**config.mk**
```make
export PLATFORM = sky130hd
export DESIGN_NAME = ps2_kbmat
export DESIGN_NICKNAME = d
export VERILOG_FILES = /design/src/rtl/ps2_kbmat.sv
export SDC_FILE = /design/constraint.sdc
export NUM_CORES = 1
export LEC_CHECK = 0
export CAP_MARGIN = 25
export CORE_UTILIZATION = 30
export DETAILED_ROUTE_END_ITERATION = 10
export GPL_TIMING_DRIVEN = 0
export PLACE_DENSITY = 0.47
export SYNTH_ARGS = -nofsm -noshare
export SYNTH_HDL_FRONTEND = slang
export SYNTH_SLANG_ARGS = --single-unit
```
**constraint.sdc**
```tcl
create_clock -name mck -period 4.9 [get_ports mck]
set_input_delay 1.47 -clock mck [delete_from_list [all_inputs] [get_ports mck]]
set_output_delay 1.47 -clock mck [all_outputs]
set_load 0.03 [all_outputs]
```
**src/rtl/ps2_kbmat.sv**
```systemverilog
// PS/2 keyboard receiver and Z88 key matrix builder.
// Conditions the raw pins, frames bytes, and decodes set-2 scan codes into a 64-bit matrix.
module ps2_kbmat #(
  parameter int FILT_LEN = 8,
  parameter int TIMEOUT  = 19660
) (
  input  logic        mck,
  input  logic        rst,
  input  logic        ps2_clk,
  input  logic        ps2_dat,
  output logic [63:0] kbmat,
  output logic [7:0]  rx_byte,
  output logic        rx_valid,
  output logic        rx_err
);
  localparam int FW = $clog2(FILT_LEN + 1);
  localparam int TW = $clog2(TIMEOUT + 1);

  typedef enum logic [1:0] {IDLE, DATA, PARITY, STOP} state_t;
  state_t state_q, state_d;

  logic [1:0]    clk_sync_q, clk_sync_d, dat_sync_q, dat_sync_d;
  logic          filt_q, filt_d;
  logic [FW-1:0] fcnt_q, fcnt_d;
  logic          strobe, dat;
  logic [2:0]    bcnt_q, bcnt_d;
  logic [7:0]    shift_q, shift_d;
  logic          par_ok_q, par_ok_d;
  logic [TW-1:0] to_q, to_d;
  logic [7:0]    rx_byte_q, rx_byte_d;
  logic          rx_valid_q, rx_valid_d, rx_err_q, rx_err_d;
  logic [63:0]   kbmat_q, kbmat_d;
  logic          ext_q, ext_d, brk_q, brk_d;
  logic [2:0]    skip_q, skip_d;
  logic          map_hit;
  logic [5:0]    map_idx;

  always_comb begin
    clk_sync_d = {clk_sync_q[0], ps2_clk};
    dat_sync_d = {dat_sync_q[0], ps2_dat};
    filt_d     = filt_q;
    fcnt_d     = '0;
    if (clk_sync_q[1] != filt_q) begin
      if (fcnt_q == FW'(FILT_LEN - 1)) filt_d = clk_sync_q[1];
      else                             fcnt_d = fcnt_q + FW'(1);
    end
    strobe = filt_q & ~filt_d;
    dat    = dat_sync_q[1];
  end

  always_ff @(posedge mck or posedge rst) begin
    if (rst) begin
      clk_sync_q <= 2'b11;
      dat_sync_q <= 2'b11;
      filt_q     <= 1'b1;
      fcnt_q     <= '0;
    end else begin
      clk_sync_q <= clk_sync_d;
      dat_sync_q <= dat_sync_d;
      filt_q     <= filt_d;
      fcnt_q     <= fcnt_d;
    end
  end

  always_ff @(posedge mck or posedge rst) begin
    if (rst) state_q <= IDLE;
    else     state_q <= state_d;
  end

  always_comb begin
    state_d    = state_q;
    bcnt_d     = bcnt_q;
    shift_d    = shift_q;
    par_ok_d   = par_ok_q;
    rx_byte_d  = rx_byte_q;
    rx_valid_d = 1'b0;
    rx_err_d   = 1'b0;
    to_d       = (strobe || state_q == IDLE) ? '0 : to_q + TW'(1);
    if (strobe) begin
      case (state_q)
        IDLE: if (!dat) begin
          state_d = DATA;
          bcnt_d  = 3'd0;
          shift_d = 8'h00;
        end
        DATA: begin
          shift_d = {dat, shift_q[7:1]};
          bcnt_d  = bcnt_q + 3'd1;
          if (bcnt_q == 3'd7) state_d = PARITY;
        end
        PARITY: begin
          par_ok_d = ^{shift_q, dat};
          state_d  = STOP;
        end
        default: begin
          if (dat && par_ok_q) begin
            rx_valid_d = 1'b1;
            rx_byte_d  = shift_q;
          end else begin
            rx_err_d = 1'b1;
          end
          state_d = IDLE;
        end
      endcase
    end else if (state_q != IDLE && to_q == TW'(TIMEOUT - 1)) begin
      // stalled frame: abandon it, the partial byte never reaches rx_byte
      rx_err_d = 1'b1;
      state_d  = IDLE;
    end
  end

  // Z88 matrix position for each set-2 code; upper bit of the selector is the E0 prefix
  always_comb begin
    map_hit = 1'b1;
    map_idx = 6'd0;
    case ({ext_q, rx_byte_q})
      9'h066: map_idx = 6'd7;   9'h05A: map_idx = 6'd6;   9'h036: map_idx = 6'd5;   9'h035: map_idx = 6'd4;
      9'h175: map_idx = 6'd3;   9'h172: map_idx = 6'd2;   9'h03D: map_idx = 6'd1;   9'h03E: map_idx = 6'd0;
      9'h05D: map_idx = 6'd15;  9'h033: map_idx = 6'd14;  9'h02E: map_idx = 6'd13;  9'h02C: map_idx = 6'd12;
      9'h034: map_idx = 6'd11;  9'h032: map_idx = 6'd10;  9'h03C: map_idx = 6'd9;   9'h043: map_idx = 6'd8;
      9'h055: map_idx = 6'd23;  9'h031: map_idx = 6'd22;  9'h025: map_idx = 6'd21;  9'h02D: map_idx = 6'd20;
      9'h02B: map_idx = 6'd19;  9'h02A: map_idx = 6'd18;  9'h03B: map_idx = 6'd17;  9'h044: map_idx = 6'd16;
      9'h04E: map_idx = 6'd31;  9'h174: map_idx = 6'd30;  9'h026: map_idx = 6'd29;  9'h024: map_idx = 6'd28;
      9'h023: map_idx = 6'd27;  9'h021: map_idx = 6'd26;  9'h042: map_idx = 6'd25;  9'h046: map_idx = 6'd24;
      9'h05B: map_idx = 6'd39;  9'h16B: map_idx = 6'd38;  9'h01C: map_idx = 6'd37;  9'h01D: map_idx = 6'd36;
      9'h01B: map_idx = 6'd35;  9'h022: map_idx = 6'd34;  9'h03A: map_idx = 6'd33;  9'h04D: map_idx = 6'd32;
      9'h054: map_idx = 6'd47;  9'h029: map_idx = 6'd46;  9'h016: map_idx = 6'd45;  9'h015: map_idx = 6'd44;
      9'h01E: map_idx = 6'd43;  9'h01A: map_idx = 6'd42;  9'h04B: map_idx = 6'd41;  9'h045: map_idx = 6'd40;
      9'h004: map_idx = 6'd55;  9'h012: map_idx = 6'd54;  9'h00D: map_idx = 6'd53;  9'h014: map_idx = 6'd52;
      9'h006: map_idx = 6'd51;  9'h041: map_idx = 6'd50;  9'h04C: map_idx = 6'd49;  9'h052: map_idx = 6'd48;
      9'h059: map_idx = 6'd63;  9'h011: map_idx = 6'd62;  9'h076: map_idx = 6'd61;  9'h005: map_idx = 6'd60;
      9'h058: map_idx = 6'd59;  9'h049: map_idx = 6'd58;  9'h04A: map_idx = 6'd57;  9'h00E: map_idx = 6'd56;
      9'h15A: map_idx = 6'd6;   9'h114: map_idx = 6'd52;
      default: map_hit = 1'b0;
    endcase
  end

  always_comb begin
    kbmat_d = kbmat_q;
    ext_d   = ext_q;
    brk_d   = brk_q;
    skip_d  = skip_q;
    if (rx_valid_q) begin
      if (skip_q != 3'd0) begin
        skip_d = skip_q - 3'd1;
      end else begin
        case (rx_byte_q)
          8'hE1: skip_d = 3'd7;
          8'hE0: ext_d  = 1'b1;
          8'hF0: brk_d  = 1'b1;
          8'hAA, 8'hFC, 8'h00, 8'hFF: begin
            kbmat_d = '0;
            ext_d   = 1'b0;
            brk_d   = 1'b0;
          end
          default: begin
            if (map_hit) kbmat_d[map_idx] = ~brk_q;
            ext_d = 1'b0;
            brk_d = 1'b0;
          end
        endcase
      end
    end
  end

  always_ff @(posedge mck or posedge rst) begin
    if (rst) begin
      bcnt_q     <= 3'd0;
      shift_q    <= 8'h00;
      par_ok_q   <= 1'b0;
      to_q       <= '0;
      rx_byte_q  <= 8'h00;
      rx_valid_q <= 1'b0;
      rx_err_q   <= 1'b0;
      kbmat_q    <= '0;
      ext_q      <= 1'b0;
      brk_q      <= 1'b0;
      skip_q     <= 3'd0;
    end else begin
      bcnt_q     <= bcnt_d;
      shift_q    <= shift_d;
      par_ok_q   <= par_ok_d;
      to_q       <= to_d;
      rx_byte_q  <= rx_byte_d;
      rx_valid_q <= rx_valid_d;
      rx_err_q   <= rx_err_d;
      kbmat_q    <= kbmat_d;
      ext_q      <= ext_d;
      brk_q      <= brk_d;
      skip_q     <= skip_d;
    end
  end

  assign kbmat    = kbmat_q;
  assign rx_byte  = rx_byte_q;
  assign rx_valid = rx_valid_q;
  assign rx_err   = rx_err_q;
endmodule
```
**Word level (Yosys, flattened, before mapping)**

Cells that the tools add are included.

- Bitwise operators: 8
- Reduce and logical (&&, ||, !) cells: 29
- $lt $le $gt $ge: 2
- Equality and inequality tests: 81
- Multiplexer cells: 32
- Add/subtract/negate cells: 4

Operators by type and width:

| operator | number |
|---|---|
| $pmux 6 s63 | 1 |
| $eq 9x6->1 const B | 23 |
| $eq 9x7->1 const B | 22 |
| $pmux 64 s2 | 1 |
| $eq 9x5->1 const B | 10 |
| $reduce_or 66->1 | 1 |
| $bwmux 64 | 1 |
| $mux 64 | 1 |
| $eq 9x9->1 const B | 6 |
| $eq 8x8->1 const B | 6 |
| $eq 9x3->1 const B | 3 |
| $eq 9x4->1 const B | 2 |
| $pmux 8 s2 | 1 |
| $add 15x1->15 const B | 1 |
| $eq 15x15->1 const B | 1 |
| $mux 15 | 1 |
| $reduce_and 3->1 | 5 |
| $mux 1 | 11 |
| $reduce_bool 2->1 | 5 |
| $mux 3 | 3 |
| $reduce_xor 9->1 | 1 |
| $logic_not 8->1 | 1 |
| $mux 2 | 4 |
| $mux 4 | 2 |
| other kinds (28) | 43 |

- Bits in registers: 117
- Word-level logic and storage cells: 172

**Logic depth before layout (Yosys ltp)**

- Word-level depth: 10
- Gate-level depth with buffers: 14
- Gate-level depth less buffers: 9

**Worst setup path before layout**

Ideal clock, no wire load.

- Path type: register -> register
- From: register rx_byte_q[7] (netlist: rx_byte[7])
- To: register kbmat_q[1] (netlist: kbmat[1])
- Required time: 4.782 ns
- Data arrival time: 3.318 ns
- Path slack: 1.464 ns
- Cell stages (with the launch flop): 11
- Library setup time: 0.118 ns
- Cells stage by stage: dfrtp_1 > buf_4 > buf_2 > nor3_2 > a32oi_1 > o221ai_1 > or4_1 > or4b_1 > or4_4 > a221o_1 > a21o_1

- Word-level cells in the longest chain between the ends: 10
- Elaborated cells on any way between the ends: 91
- Classes of those cells: order compare: 2; eq/ne: 72; mux: 7; bitwise: 1; reduce/logical: 9

RTL lines:

| element | line | source |
|---|---|---|
| from (decl) | 30 | `logic [7:0] rx_byte_q, rx_byte_d;` |
| from (signal assigned) | 184 | `rx_byte_q <= rx_byte_d;` |
| $eq 9x9->1 (tied with other cells) | 116 | `case ({ext_q, rx_byte_q})` |
| $reduce_or 2->1 (no source line) | - |  |
| $pmux 6 s63 | 116 |  |
| $lt 6x7->1 (implied by the code) or $ge 6x1->1 (tied branches) | 157 | `if (map_hit) kbmat_d[map_idx] = ~brk_q;` |
| $logic_and 1x1->1 (implied by the code) | 157 |  |
| $mux 1 (implied by the code) | 157 |  |
| $demux 1 s6 | 157 |  |
| $bwmux 64 | 157 |  |
| $mux 64 | 157 |  |
| $pmux 64 s2 | 147 | `case (rx_byte_q)` |
| to (signal assigned) | 187 | `kbmat_q <= kbmat_d;` |
| to (decl) | 32 | `logic [63:0] kbmat_q, kbmat_d;` |

Parallel ways exist; a longest one is shown, timed or not. The select of a mux whose other input is x is not followed.
A chain may end at the register's enable or synchronous reset.

**Final worst setup path**

- From: register rx_byte_q[1] (netlist: rx_byte[1])
- To: register kbmat_q[32] (netlist: kbmat[32])

Same word-level chain as after synthesis.

==> impl_summary.log <==
[metrics] HPWL after DPL: 17.7 mm
[metrics] total detailed-routing wirelength: 24.1 mm
[metrics] run status: finished with violations
[metrics] vias per inst: 5.40
[metrics] worst slew pin tran: 0.958 ns
[metrics] most frequent cell after synthesis: sky130_fd_sc_hd__dfrtp_1
[metrics] chain of cells forming the critical path: buf_2, nand2b_1, buf_1, or2_2, clkbuf_1, nor2_1, or4_1, o311ai_1, buf_2, clkbuf_1, o21ai_0
[metrics] Final nets: 897
[metrics] share of layout cells above drive strength 1: 0.100
[metrics] leading cell types by total area after synthesis: sky130_fd_sc_hd__dfrtp_1 (41%), sky130_fd_sc_hd__o21ai_0 (5.3%), sky130_fd_sc_hd__nand2_1 (4.5%)
[metrics] CTS tree: done
[metrics] leakage dissipation: 0.00353 uW
[metrics] total clock buffers created by CTS: 17
[metrics] total vias in the final route: 6345
[metrics] synthesis warning total: 0
[metrics] Layout area overhead: 26.2%
[metrics] remaining global-route overflow: 0
[metrics] global-route wire length before repair: 37.8 mm
[metrics] Crit path required time: 5.17 ns
[metrics] die area: 0.0232 sq mm
[metrics] largest fanout of any net on the critical path: 10
[metrics] number of distinct library cells after synthesis: 70
[metrics] initial antenna violation count: 0
[metrics] syn_area_per_cell: 8.68 sq um
[metrics] Min-Delay Path Class: reg2reg
[metrics] clk root buf: sky130_fd_sc_hd__clkbuf_16
[metrics] initial cell density of the core: 0.308
[metrics] # fillers: 2301
[metrics] post-layout minimum cycle time: 4.40 ns
[metrics] routed length per instance: 20.5 microns
[metrics] cell taking the most area after synthesis: sky130_fd_sc_hd__dfrtp_1
[metrics] antenna viol nets, final: 0
[metrics] utilization after layout: 0.389
[metrics] Worst setup SP type: register
[metrics] Worst Setup Path Type: reg2reg
[metrics] number of buffers added for setup after CTS: 0
[metrics] share of synthesized registers carrying an async set or reset: 1.00
[metrics] share of the synthesized area in the top cell type: 0.413
[metrics] TritonRoute pass-1 iters: 10
[metrics] final number of setup-violating endpoints: 0
[metrics] Maximum Capacitance Violations: 0
[metrics] IO Pins: 78
[metrics] buffer levels on the longest clock path: 2
[metrics] via count of the first global-routing pass: 6329
[metrics] violation count after the first detailed-route iteration: 397
[metrics] hold-fix buffer count after cts: 0
[metrics] total count of max-transition violations in the final report: 0
[metrics] setup repair after global routing missed its margin: false
[metrics] synthesized instance count: 782
[metrics] prevailing post-synth register cell: sky130_fd_sc_hd__dfrtp_1
[metrics] number of nets produced by synthesis: 796
[metrics] power density over the cells: 271 mW/mm^2
[metrics] Global Route Usage Sum: 0.215
[metrics] number of synthesized flops with an enable pin: 0
[metrics] latest clock arrival within the worst-skew pair: 0.43 ns
[metrics] Core ar.: 0.0220 sq mm
[metrics] total power draw: 2320 uW
[metrics] floorplan die width: 152 microns
[metrics] worst slack, placed: 0.563 ns
[metrics] setup tns final: 0 ns
[metrics] Cell Rows: 54
[metrics] crit path DAT: 4.67 ns
[metrics] CTS HTree Levels: 4
[metrics] RePlAce Congestion: 0.976
[metrics] CP endpoint kind: register
[metrics] antenna diode instance count: 0
[metrics] sinks on the clock net: 117
[metrics] most common library cells after synthesis: sky130_fd_sc_hd__dfrtp_1 (112), sky130_fd_sc_hd__nand2_1 (82), sky130_fd_sc_hd__o21ai_0 (72)
[metrics] largest net degree at the start of global routing: 94
[metrics] share of the cycle needed by the critical path after routing: 0.897
[metrics] endpoints failing hold: 0
[metrics] worst clock skew on the final layout: 0.00944 ns
[metrics] portion of the post-synthesis area used by sequential elements: 0.432
[metrics] cell area after synthesis: 0.00679 sq mm
[metrics] area taken by multi-input logic gates: 0.00342 sq mm
[metrics] Residual DRC: 7
[metrics] Slew Limit Headroom: 0.353
[metrics] failing checks: DRC
[metrics] worst-case vdd ir drop: 0.213 mV
[metrics] combined flip-flop and latch cell area: 0.00293 sq mm
[metrics] worst hold slack across all endpoints: 0.356 ns
[metrics] setup ws final: 0.504 ns
[metrics] crit-path max cell delay: 0.73 ns
[metrics] critical path's top delay family: buffers and inverters
[metrics] number of register bits inferred by synthesis: 117
[metrics] port buffer count: 77
[metrics] clk slew on worst S/H paths: 0.05 ns
[metrics] cell with the largest stage delay on the worst path: sky130_fd_sc_hd__o311ai_1
[metrics] cts repair resizes: 0
[metrics] height of the chip: 152 microns
[metrics] achievable frequency: 227 MHz
[metrics] Bufs and invs on worst path: 5
-- flip-flops by register name, summed over array words and instances (netlist names) --
signal      cells
to_q           15
dat_sync_q      2
filt_q          1
fcnt_q          4
skip_q          3
shift_q         8
rx_valid        1
state_q         2
clk_sync_q      2
bcnt_q          3
rx_byte         8
brk_q           1
kbmat          64
ext_q           1
rx_err          1
par_ok_q        1
-- cells by family (layout without fill, tap and decap cells) --
| logic type | count (synthesis) | in the layout | synth area share |
|---|---|---|---|
| compound gates | 222 | 222 | 0.202 |
| xor+xnor | 28 | 28 | 0.0361 |
| fa+ha+maj | 10 | 10 | 0.0184 |
| buf+inv | 98 | 212 | 0.0640 |
| flops | 117 | 117 | 0.432 |
| mux | 9 | 9 | 0.0148 |
| simple gates | 298 | 298 | 0.233 |
-- cell type report --
class                           count  share of cell area
Multi-Input combinational cell    567               0.400
Clock buffer                       22              0.0542
Buffer                             66              0.0367
Inverter                           32              0.0146
Clock inverter                     10              0.0153
Timing Repair Buffer               82              0.0959
Sequential cell                   117               0.343
Tap cell                          280              0.0409
-- cell usage in the layout (no fill, tap or decap), types with 5 or more instances in the layout --
master,n
sky130_fd_sc_hd__a21o_1,8
sky130_fd_sc_hd__a21oi_1,54
sky130_fd_sc_hd__a22o_1,7
sky130_fd_sc_hd__and2_1,5
sky130_fd_sc_hd__and3_1,8
sky130_fd_sc_hd__and4b_1,5
sky130_fd_sc_hd__buf_2,17
sky130_fd_sc_hd__buf_4,6
sky130_fd_sc_hd__clkbuf_1,42
sky130_fd_sc_hd__clkbuf_16,17
sky130_fd_sc_hd__clkdlybuf4s50_1,77
sky130_fd_sc_hd__clkinv_2,5
sky130_fd_sc_hd__dfrtp_1,112
sky130_fd_sc_hd__dfstp_2,5
sky130_fd_sc_hd__ha_1,10
sky130_fd_sc_hd__inv_1,31
sky130_fd_sc_hd__mux2_2,8
sky130_fd_sc_hd__nand2_1,82
sky130_fd_sc_hd__nand2b_1,12
sky130_fd_sc_hd__nand3_1,30
sky130_fd_sc_hd__nand4_1,12
sky130_fd_sc_hd__nand4b_1,5
sky130_fd_sc_hd__nor2_1,56
sky130_fd_sc_hd__nor2b_1,9
sky130_fd_sc_hd__nor3_1,19
sky130_fd_sc_hd__nor4_1,7
sky130_fd_sc_hd__nor4b_1,5
sky130_fd_sc_hd__o21ai_0,72
sky130_fd_sc_hd__o22ai_1,21
sky130_fd_sc_hd__o31ai_1,18
sky130_fd_sc_hd__or2_2,10
sky130_fd_sc_hd__or4_1,9
sky130_fd_sc_hd__xnor2_1,17
sky130_fd_sc_hd__xor2_1,11
-- layer usage --
metal / global-route usage / part of all wire
met5: 0 / 0
met4: 0.118 / 0.049
met3: 0.0395 / 0.054
met2: 0.336 / 0.44
met1: 0.281 / 0.45
-- path summary, 6_finish.rpt --
check	start	to	slack, ns	cells past startpoint
worst max-delay path	rx_byte[1]$_DFFE_PP0P_	kbmat[32]$_DFFE_PP0P_	0.50	11
worst min-delay path	clk_sync_q[0]$_DFF_PP1_	clk_sync_q[1]$_DFF_PP1_	0.36	0
worst max register to register	rx_byte[1]$_DFFE_PP0P_	kbmat[32]$_DFFE_PP0P_	0.50	11
worst min register to register	clk_sync_q[0]$_DFF_PP1_	clk_sync_q[1]$_DFF_PP1_	0.36	0
max in group asynchronous	rst	kbmat[18]$_DFFE_PP0P_	2.77	3
min in group asynchronous	rst	rx_err$_DFF_PP0_	1.37	2
-- per-stage QoR --
step / area, sq um / instances
after detailed placement: 7970 / 1144
after floorplan: 6790 / 782
after CTS: 8560 / 1176
final: 8560 / 1176
after global placement: 7910 / 1139
after global routing: 8560 / 1176
-- where the power goes --
group          switching, uW  internal (uW)  total [uW]
sequential              11.5            986         997
combinational           32.4           21.6        54.0
clock                    452            821        1270
No activity file was read; power rests on OpenSTA's default activity.
